<file path="config.mk">
export PLATFORM = sky130hd
export DESIGN_NAME = clk_div_ctrl
export DESIGN_NICKNAME = d
export VERILOG_FILES = /design/src/rtl/clk_div_ctrl_pkg.sv /design/src/rtl/clk_div_ctrl_rr_arbiter.sv /design/src/rtl/clk_div_ctrl.sv
export SDC_FILE = /design/constraint.sdc
export NUM_CORES = 1
export LEC_CHECK = 0
export CORE_MARGIN = 4
export CORE_UTILIZATION = 40
export DETAILED_ROUTE_END_ITERATION = 10
export GPL_TIMING_DRIVEN = 0
export HOLD_SLACK_MARGIN = 0.15
export SYNTH_ARGS = -nofsm -noshare
export SYNTH_HDL_FRONTEND = slang
export SYNTH_SLANG_ARGS = --single-unit
</file>
<file path="constraint.sdc">
create_clock -name i_clk -period 6.95 [get_ports i_clk]
set_input_delay 1.39 -clock i_clk [delete_from_list [all_inputs] [get_ports i_clk]]
set_output_delay 1.39 -clock i_clk [all_outputs]
set_load 0.03 [all_outputs]
</file>
<file path="src/rtl/clk_div_ctrl_pkg.sv">
// Shared types and constants for the clock-divider controller.
package clk_div_ctrl_pkg;

  // Default width of a divide ratio
  localparam int unsigned DIV_W_DEFAULT = 16;

  // Smallest ratio that still produces a toggling output
  localparam int unsigned MIN_DIV = 2;

  // Controller states: IDLE accepts requests, WAIT holds a ratio until the next boundary
  typedef enum logic {
    IDLE = 1'b0,
    WAIT = 1'b1
  } state_t;

endpackage

</file>
<file path="src/rtl/clk_div_ctrl_rr_arbiter.sv">
// Round-robin arbiter: grants the first active request at or after the
// rotating pointer; the pointer moves past the winner when advanced.
module clk_div_ctrl_rr_arbiter #(
  parameter  int NUM_REQ = 2,
  localparam int IDX_W   = $clog2(NUM_REQ)
) (
  input  logic               i_clk,
  input  logic               i_rst_n,
  input  logic [NUM_REQ-1:0] i_req,
  input  logic               i_adv,
  output logic [NUM_REQ-1:0] o_gnt,
  output logic [IDX_W-1:0]   o_idx,
  output logic               o_valid
);

  logic [IDX_W-1:0] r_ptr;
  logic [IDX_W:0]   w_pos;

  // Scan from the lowest priority upward so the highest-priority hit wins
  always_comb begin
    o_gnt   = '0;
    o_idx   = '0;
    o_valid = 1'b0;
    w_pos   = '0;
    for (int k = NUM_REQ - 1; k >= 0; k--) begin
      w_pos = {1'b0, r_ptr} + (IDX_W + 1)'(k);
      if (w_pos >= (IDX_W + 1)'(NUM_REQ)) begin
        w_pos = w_pos - (IDX_W + 1)'(NUM_REQ);
      end
      if (i_req[w_pos[IDX_W-1:0]]) begin
        o_gnt                     = '0;
        o_gnt[w_pos[IDX_W-1:0]]   = 1'b1;
        o_idx                     = w_pos[IDX_W-1:0];
        o_valid                   = 1'b1;
      end
    end
  end

  // Pointer moves to the requester after the winner on each accepted grant
  always_ff @(posedge i_clk or negedge i_rst_n) begin
    if (!i_rst_n) begin
      r_ptr <= '0;
    end else if (i_adv && o_valid) begin
      r_ptr <= (o_idx == IDX_W'(NUM_REQ - 1)) ? '0 : o_idx + 1'b1;
    end
  end

endmodule

</file>
<file path="src/rtl/clk_div_ctrl.sv">
// Reconfigurable clock-divider controller. Arbitrates ratio change requests
// round-robin and swaps the active ratio only at an output period boundary.
// Optional build macro CLK_DIV_CTRL_CHGCNT_EN adds o_chg_cnt, a saturating
// count of applied ratio changes.
module clk_div_ctrl
  import clk_div_ctrl_pkg::*;
#(
  parameter int NUM_REQ     = 2,
  parameter int DIV_W       = DIV_W_DEFAULT,
  parameter int DEFAULT_DIV = 4
) (
  input  logic                     i_clk,
  input  logic                     i_reset,
  input  logic [NUM_REQ-1:0]       i_req,
  input  logic [NUM_REQ*DIV_W-1:0] i_div,
  output logic [NUM_REQ-1:0]       o_ack,
  output logic                     o_err,
  output logic                     o_busy,
  output logic [DIV_W-1:0]         o_div_active,
  output logic                     o_frequency,
  output logic                     o_period_start
`ifdef CLK_DIV_CTRL_CHGCNT_EN
  ,
  output logic [7:0]               o_chg_cnt
`endif
);

  localparam int IDX_W = $clog2(NUM_REQ);

  state_t             r_state, w_state_nxt;
  logic [DIV_W-1:0]   r_cnt, r_div_active, r_pending;
  logic [DIV_W-1:0]   w_cnt_nxt, w_d_nxt, w_pend_nxt, w_sel_div;
  logic [NUM_REQ-1:0] r_ack, w_ack_nxt, w_req_eff, w_gnt;
  logic [IDX_W-1:0]   w_gnt_idx;
  logic               r_err, w_err_nxt, r_busy, w_busy_nxt;
  logic               r_freq, r_ps;
  logic               w_bound, w_apply, w_adv, w_gnt_vld;

  // A request is still high during its own ack cycle; hide it so a rejected
  // request is not granted twice.
  assign w_req_eff = i_req & ~r_ack;

  clk_div_ctrl_rr_arbiter #(
    .NUM_REQ (NUM_REQ)
  ) u_arb (
    .i_clk   (i_clk),
    .i_rst_n (i_reset),
    .i_req   (w_req_eff),
    .i_adv   (w_adv),
    .o_gnt   (w_gnt),
    .o_idx   (w_gnt_idx),
    .o_valid (w_gnt_vld)
  );

  assign w_sel_div = i_div[int'(w_gnt_idx) * DIV_W +: DIV_W];

  assign w_bound   = (r_cnt == r_div_active - 1'b1);
  assign w_apply   = (r_state == WAIT) && w_bound;
  assign w_cnt_nxt = w_bound ? '0 : r_cnt + 1'b1;
  // The first cycle of a new period is decoded with the ratio being installed
  assign w_d_nxt   = w_apply ? r_pending : r_div_active;

  // Next-state and registered-output decode for the request FSM
  always_comb begin
    w_state_nxt = r_state;
    w_ack_nxt   = '0;
    w_err_nxt   = 1'b0;
    w_busy_nxt  = r_busy;
    w_pend_nxt  = r_pending;
    w_adv       = 1'b0;
    case (r_state)
      IDLE: begin
        if (w_gnt_vld) begin
          w_adv     = 1'b1;
          w_ack_nxt = w_gnt;
          if (w_sel_div < DIV_W'(MIN_DIV)) begin
            w_err_nxt = 1'b1;
          end else begin
            w_pend_nxt  = w_sel_div;
            w_busy_nxt  = 1'b1;
            w_state_nxt = WAIT;
          end
        end
      end
      WAIT: begin
        if (w_apply) begin
          w_busy_nxt  = 1'b0;
          w_state_nxt = IDLE;
        end
      end
      default: w_state_nxt = IDLE;
    endcase
  end

  // FSM state and handshake registers
  always_ff @(posedge i_clk or negedge i_reset) begin
    if (!i_reset) begin
      r_state   <= IDLE;
      r_ack     <= '0;
      r_err     <= 1'b0;
      r_busy    <= 1'b0;
      r_pending <= '0;
    end else begin
      r_state   <= w_state_nxt;
      r_ack     <= w_ack_nxt;
      r_err     <= w_err_nxt;
      r_busy    <= w_busy_nxt;
      r_pending <= w_pend_nxt;
    end
  end

  // Divide counter and registered clock/period-start decode
  always_ff @(posedge i_clk or negedge i_reset) begin
    if (!i_reset) begin
      r_cnt        <= DIV_W'(DEFAULT_DIV - 1);
      r_div_active <= DIV_W'(DEFAULT_DIV);
      r_freq       <= 1'b0;
      r_ps         <= 1'b0;
    end else begin
      r_cnt <= w_cnt_nxt;
      if (w_apply) begin
        r_div_active <= r_pending;
      end
      r_freq <= (w_cnt_nxt < (w_d_nxt >> 1));
      r_ps   <= (w_cnt_nxt == '0);
    end
  end

`ifdef CLK_DIV_CTRL_CHGCNT_EN
  logic [7:0] r_chg_cnt;

  // Saturating count of ratios actually installed at a boundary
  always_ff @(posedge i_clk or negedge i_reset) begin
    if (!i_reset) begin
      r_chg_cnt <= '0;
    end else if (w_apply && (r_chg_cnt != 8'hFF)) begin
      r_chg_cnt <= r_chg_cnt + 1'b1;
    end
  end

  assign o_chg_cnt = r_chg_cnt;
`else
  // Change counter not built
`endif

  assign o_ack          = r_ack;
  assign o_err          = r_err;
  assign o_busy         = r_busy;
  assign o_div_active   = r_div_active;
  assign o_frequency    = r_freq;
  assign o_period_start = r_ps;

endmodule

</file>
After elaboration in Yosys (flattened, before gate mapping)
Index checks and enable logic that the tools add are counted.
Widths: inputs -> output; s select.

storage, ports and cells
  ROM bits = 0
  bits in latches = 0
  word-level logic and storage cells = 75
  flip-flop bits (word level) = 56
  output and inout port bits = 22
  memory bits (writable) = 0
  memories kept = 0

cells by class
  $lt $le $gt $ge = 8
  $add $sub $neg = 6
  equality and inequality tests = 4
  muxes and demuxes = 34
  bitwise operators = 4
  multipliers = 0
  shifts and indexed selects = 1
  reductions and logical operators = 7
  div/mod/pow operators = 0

operators by type and width
  operator               number
  $mux 16                2
  $shiftx 32x6->16       1
  $mux 1                 24
  $add 16x1->16 const B  1
  $eq 16x16->1           1
  $logic_not 16->1       1
  $lt 16x15->1           1
  $lt 16x2->1 const B    1
  $sub 16x1->16 const B  1
  $mux 2                 4
  $reduce_and 3->1       2
  $logic_and 1x1->1      4
  $lt 1x2->1 const B     2
  $ne 2x1->1 const B     2
  $pmux 1 s2             2
  $add 1x1->2 const B    1
  $and 2x2->2            1
  $demux 1 s1            2
  $ge 1x1->1 const B     2
  $ge 1x2->1 const B     1
  $ge 2x2->1 const B     1
  $ne 2x2->1 const B     1
  $not 1->1              2
  $not 2->2              1
  2 further kinds        3

Logic depth before layout (Yosys ltp)
  depth in word-level cells = 12
  depth in mapped cells = 18
  gate-level depth less buffers = 17

Hierarchy
A second synthesis with hierarchy kept.

second synthesis, totals
  cells, all modules = 400
  area total of the unflattened synthesis = 3834.9 sq um

modules (own cells, without submodules)
  module                   instances  area an instance (sq um)  cells an instance
  clk_div_ctrl             1          3766.1                    392
  clk_div_ctrl_rr_arbiter  1          68.8                      8

Worst setup path after synthesis
OpenSTA, ideal clock, no wires.

  path kind = register to register
  start = register r_div_active[0], in the netlist o_div_active[0]
  end = register r_freq, in the netlist o_frequency
  path buffers = 1
  data required time = 6868 ps
  stages on the path, launching flop included = 18
  arrival = 4212 ps
  period minus slack after synthesis = 4294 ps
  setup slack = 2656 ps
  path through = dfrtp_1 -> inv_1 -> ha_1 -> or3b_2 -> o41ai_1 -> nand4_1 -> a211o_1 -> nor4_4 -> clkbuf_1 -> nor2_1 -> ha_1 -> a21o_1 -> a21o_1 -> a21oi_1 -> o21ai_0 -> a221oi_1 -> o221ai_1 -> a31oi_1

between the ends
  elaborated cells on any way between the ends = 6
  those cells by class = add/sub (1); order compare (1); eq/ne (1); mux (2); reduce/logical (1)

RTL lines
  item                      RTL line             RTL
  start: declaration        clk_div_ctrl.sv:31   logic [DIV_W-1:0] r_cnt, r_div_active, r_pending;
  start signal: assignment  clk_div_ctrl.sv:116  r_div_active <= DIV_W'(DEFAULT_DIV);
  start signal: assignment  clk_div_ctrl.sv:122  r_div_active <= r_pending;
  $sub 16x1->16             clk_div_ctrl.sv:57   assign w_bound = (r_cnt == r_div_active - 1'b1);
  $eq 16x16->1              clk_div_ctrl.sv:57
  $mux 16                   clk_div_ctrl.sv:59   assign w_cnt_nxt = w_bound ? '0 : r_cnt + 1'b1;
  named net w_cnt_nxt[5]    clk_div_ctrl.sv:32   logic [DIV_W-1:0] w_cnt_nxt, w_d_nxt, w_pend_nxt, w_sel_div;
  $lt 16x15->1              clk_div_ctrl.sv:124  r_freq <= (w_cnt_nxt < (w_d_nxt >> 1));
  end signal: assignment    clk_div_ctrl.sv:124
  end: declaration          clk_div_ctrl.sv:36   logic r_freq, r_ps;

The timed path passes the listed nets, and every way through them passes these cells.
A chain may end at the register's enable or synchronous reset.

Final worst setup path
Ends and elaborated chain as after synthesis.

==> results.toml <==
[setup_path]
path_cells = "inv_1 -> ha_1 -> or3b_2 -> o41ai_1 -> nand4_1 -> a211o_1 -> nor4_4 -> clkbuf_1 -> nor2_1 -> ha_1 -> a21o_1 -> a21o_1 -> a21oi_1 -> o21ai_0 -> a221oi_1 -> o221ai_1 -> a31oi_1"
max_stage_delay_ns = 0.67
rr_worst_depth = 17
crit_path_top_delay_cell = "nor4_4"
crit_path_start_kind = "flip-flop"
critical_path_class = "reg -> reg"
end_kind = "flip-flop"
critPathRequiredTime_ns = 7.18
cp.arrival_ns = 5.61
critical_path_peak_fanout = 10

[clock_network]
tritoncts = "yes"
clk_latency_ns = 0.31
cts-buffers-inserted = 5
cts.sinks = 56
cts_htree_levels = 2
cts_resized = 0
postCtsHoldBufs = 0
clk_path_buf_depth = 2
cts_setup_buffers = 0
cts-root-buf = "clkbuf_8"
clkTransAtPathRegs_ns = 0.11

[sta]
rsz0062_at_grt = "false"
worst_slew_pin_slew_ns = 0.838
hold_viol_final = 0
post-route-period-util_pct = 77.5
setup_viol = 0
max_freq_mhz = 186
timing.hold.ws_ns = 0.505
skew_ns = 0.0101
relSlewSlack_pct = 44.0
fin_setup_tns_ns = 0
period_minus_slack_ns = 5.39
slew_violations = 0

[power]
power_leakage_uw = 0.00213
powerDensity_mw_per_mm2 = 165
ir_drop_mv = 0.116

[drt]
vias = 2992
drc = 0
wirelength_um = 9320
first_pass_iters = 6
routedWlPerCell_um = 16.8
drt_iter0_drc = 112
vias_per_cell = 5.38
antenna_violating_nets_post_route = 0

[floorplanning]
core_region_area_sq_mm = 0.00924
die_area_sq_mm = 0.0111
rows = 35
initial_core_util_pct = 41.1
die_w_um = 105
die_h_um = 105
ios = 58

[synth]
synthMuxAreaShare_pct = 19.7
ys_ff_latch = 56
yosys.area_share.simple_pct = 16.5
synth_compound_area_share_pct = 8.23
synth_top_family_by_area = "multiplexers"
synth_fp_nets = 413
synth_edf_count = 0
ys_warn_count = 0
synth_adder_area_share_pct = 5.27
ys_seq_area_share_pct = 37.0
synth_ff_type = "dfrtp_1"
synthXorXnorAreaFrac_pct = 9.38
synth-async-reset-ratio_pct = 100
netlist_area_sq_mm = 0.00380
ys_types = 54
syn_avg_cell_area_sq_um = 10.5
syn_inst = 361

[grt]
antenna_found_initial = 0
grtUsageTotal_pct = 17.6
grt_pass1_vias = 3175
grt.overflow.total = 0
grt_first_pass_wirelength_um = 15900
grt_max_degree = 34

[place]
post-dp-hpwl_um = 7510
port-buffer-count = 57
routabilityCongestion = 0.819

[run]
drv_cap = 0

[hold_path]
hold_depth = 1
min_path_type = "reg -> reg"

[layout]
layout.nets = 478
fillCellCount = 870
final_cell_mix = "56 x clkdlybuf4s50_1, 53 x dfrtp_1, 33 x mux2_2"
final_util_pct = 50.5
syn2layout_area_growth_pct = 22.7
antennaDiodeCount = 0
final_common_cell = "clkdlybuf4s50_1"
layout-drive-gt1-share_pct = 16.9

[outcome]
status = "finished clean"
[through the flow]
step / cells / setup slack (ns) / power (uW) / instance area (sq um)
after global routing: 556 / 1.24 / 809 / 4660
after floorplan: 361 / 2.66 / 492 / 3800
final: 556 / 1.56 / 767 / 4660
after global placement: 547 / 1.72 / 545 / 4530
after detailed placement: 548 / 1.62 / 555 / 4550
after CTS: 556 / 1.59 / 777 / 4660
[synth_stat cells (3+ instances only)]
master / n / share of area (%)
dfrtp_1: 53 / 35
a21oi_1: 3 / 0.40
ha_1: 16 / 5.3
or4_1: 6 / 1.2
xor2_1: 15 / 3.5
buf_2: 4 / 0.53
o21ai_0: 7 / 0.92
xnor2_1: 23 / 5.3
nor4_1: 11 / 1.8
and3_1: 5 / 0.82
o311ai_0: 3 / 0.69
inv_1: 8 / 0.79
nand3_1: 12 / 1.6
clkbuf_1: 18 / 1.8
nor2_1: 25 / 2.5
nand4_1: 8 / 1.3
dfstp_2: 3 / 2.1
nor3_1: 10 / 1.3
buf_1: 3 / 0.30
a21o_1: 7 / 1.4
mux2i_1: 15 / 4.0
a31oi_1: 6 / 0.99
mux2_4: 15 / 5.9
o211ai_1: 3 / 0.59
mux2_2: 33 / 9.8
nor2b_1: 4 / 0.66
o31ai_1: 4 / 0.79
nand2_1: 10 / 0.99
[layer usage]
metal | vias to the layer above | routed length, um | global-route usage (%)
met1 | 1432 | 4170 | 22.9
li1 | 1462 | - | -
met4 | 0 | 282 | 6.19
met2 | 78 | 4440 | 29.5
met5 | - | 0 | 0
met3 | 20 | 424 | 2.88
[critical path: cells and delay by family, from the launching register on]
family	cells	cell delay, ns
and+or+nand+nor	4	1.50
adders and majority gates	2	0.53
buffers and inverters	2	0.54
DFF	1	0.48
AOI/OAI and AO/OA	9	2.26
[power by group]
group	total, uW	switching (uW)	leakage, uW	internal [uW]
clock	222	113	0.0000583	109
combinational	124	44.6	0.00136	79.2
sequential	421	43.7	0.000715	377
[logic make-up (layout without fill, tap and decap cells)]
| logic type | after synthesis | after routing |
|---|---|---|
| compound gates | 44 | 44 |
| mux | 63 | 63 |
| xor+xnor | 39 | 39 |
| buf+inv | 35 | 101 |
| simple gates | 108 | 108 |
| flops | 56 | 56 |
| fa+ha+maj | 16 | 16 |
[area by class of cell]
cell class              count  area (sq um)  share of cell area, %
plain buffers              27           121                   2.60
well taps                 129           161                   3.46
clock buffers               5          68.8                   1.48
flip-flops and latches     56          1410                   30.1
clock inverters             3          47.5                   1.02
inverters                   8          30.0                  0.644
repair buffers             58           586                   12.6
multi-input cells         270          2240                   48.1
[state kept, by name (all words and copies together), names as in the netlist]
signal	flops
r_cnt	16
u_arb.r_ptr	1
r_state	1
o_period_start	1
o_frequency	1
o_busy	1
o_div_active	16
r_pending	16
o_err	1
o_ack	2
[path summary, 6_finish.rpt]
check / start / to / slack (ns)
min reg2reg: o_busy / o_busy / 0.51
max in group asynchronous: i_reset / o_div_active[2] / 5.25
max reg2reg: o_div_active[0] / o_frequency / 1.56
min: o_busy / o_busy / 0.51
max: o_div_active[0] / o_frequency / 1.56
min in group asynchronous: i_reset / r_pending[14] / 1.06
Note: power is estimated with default switching activity, not from simulation.
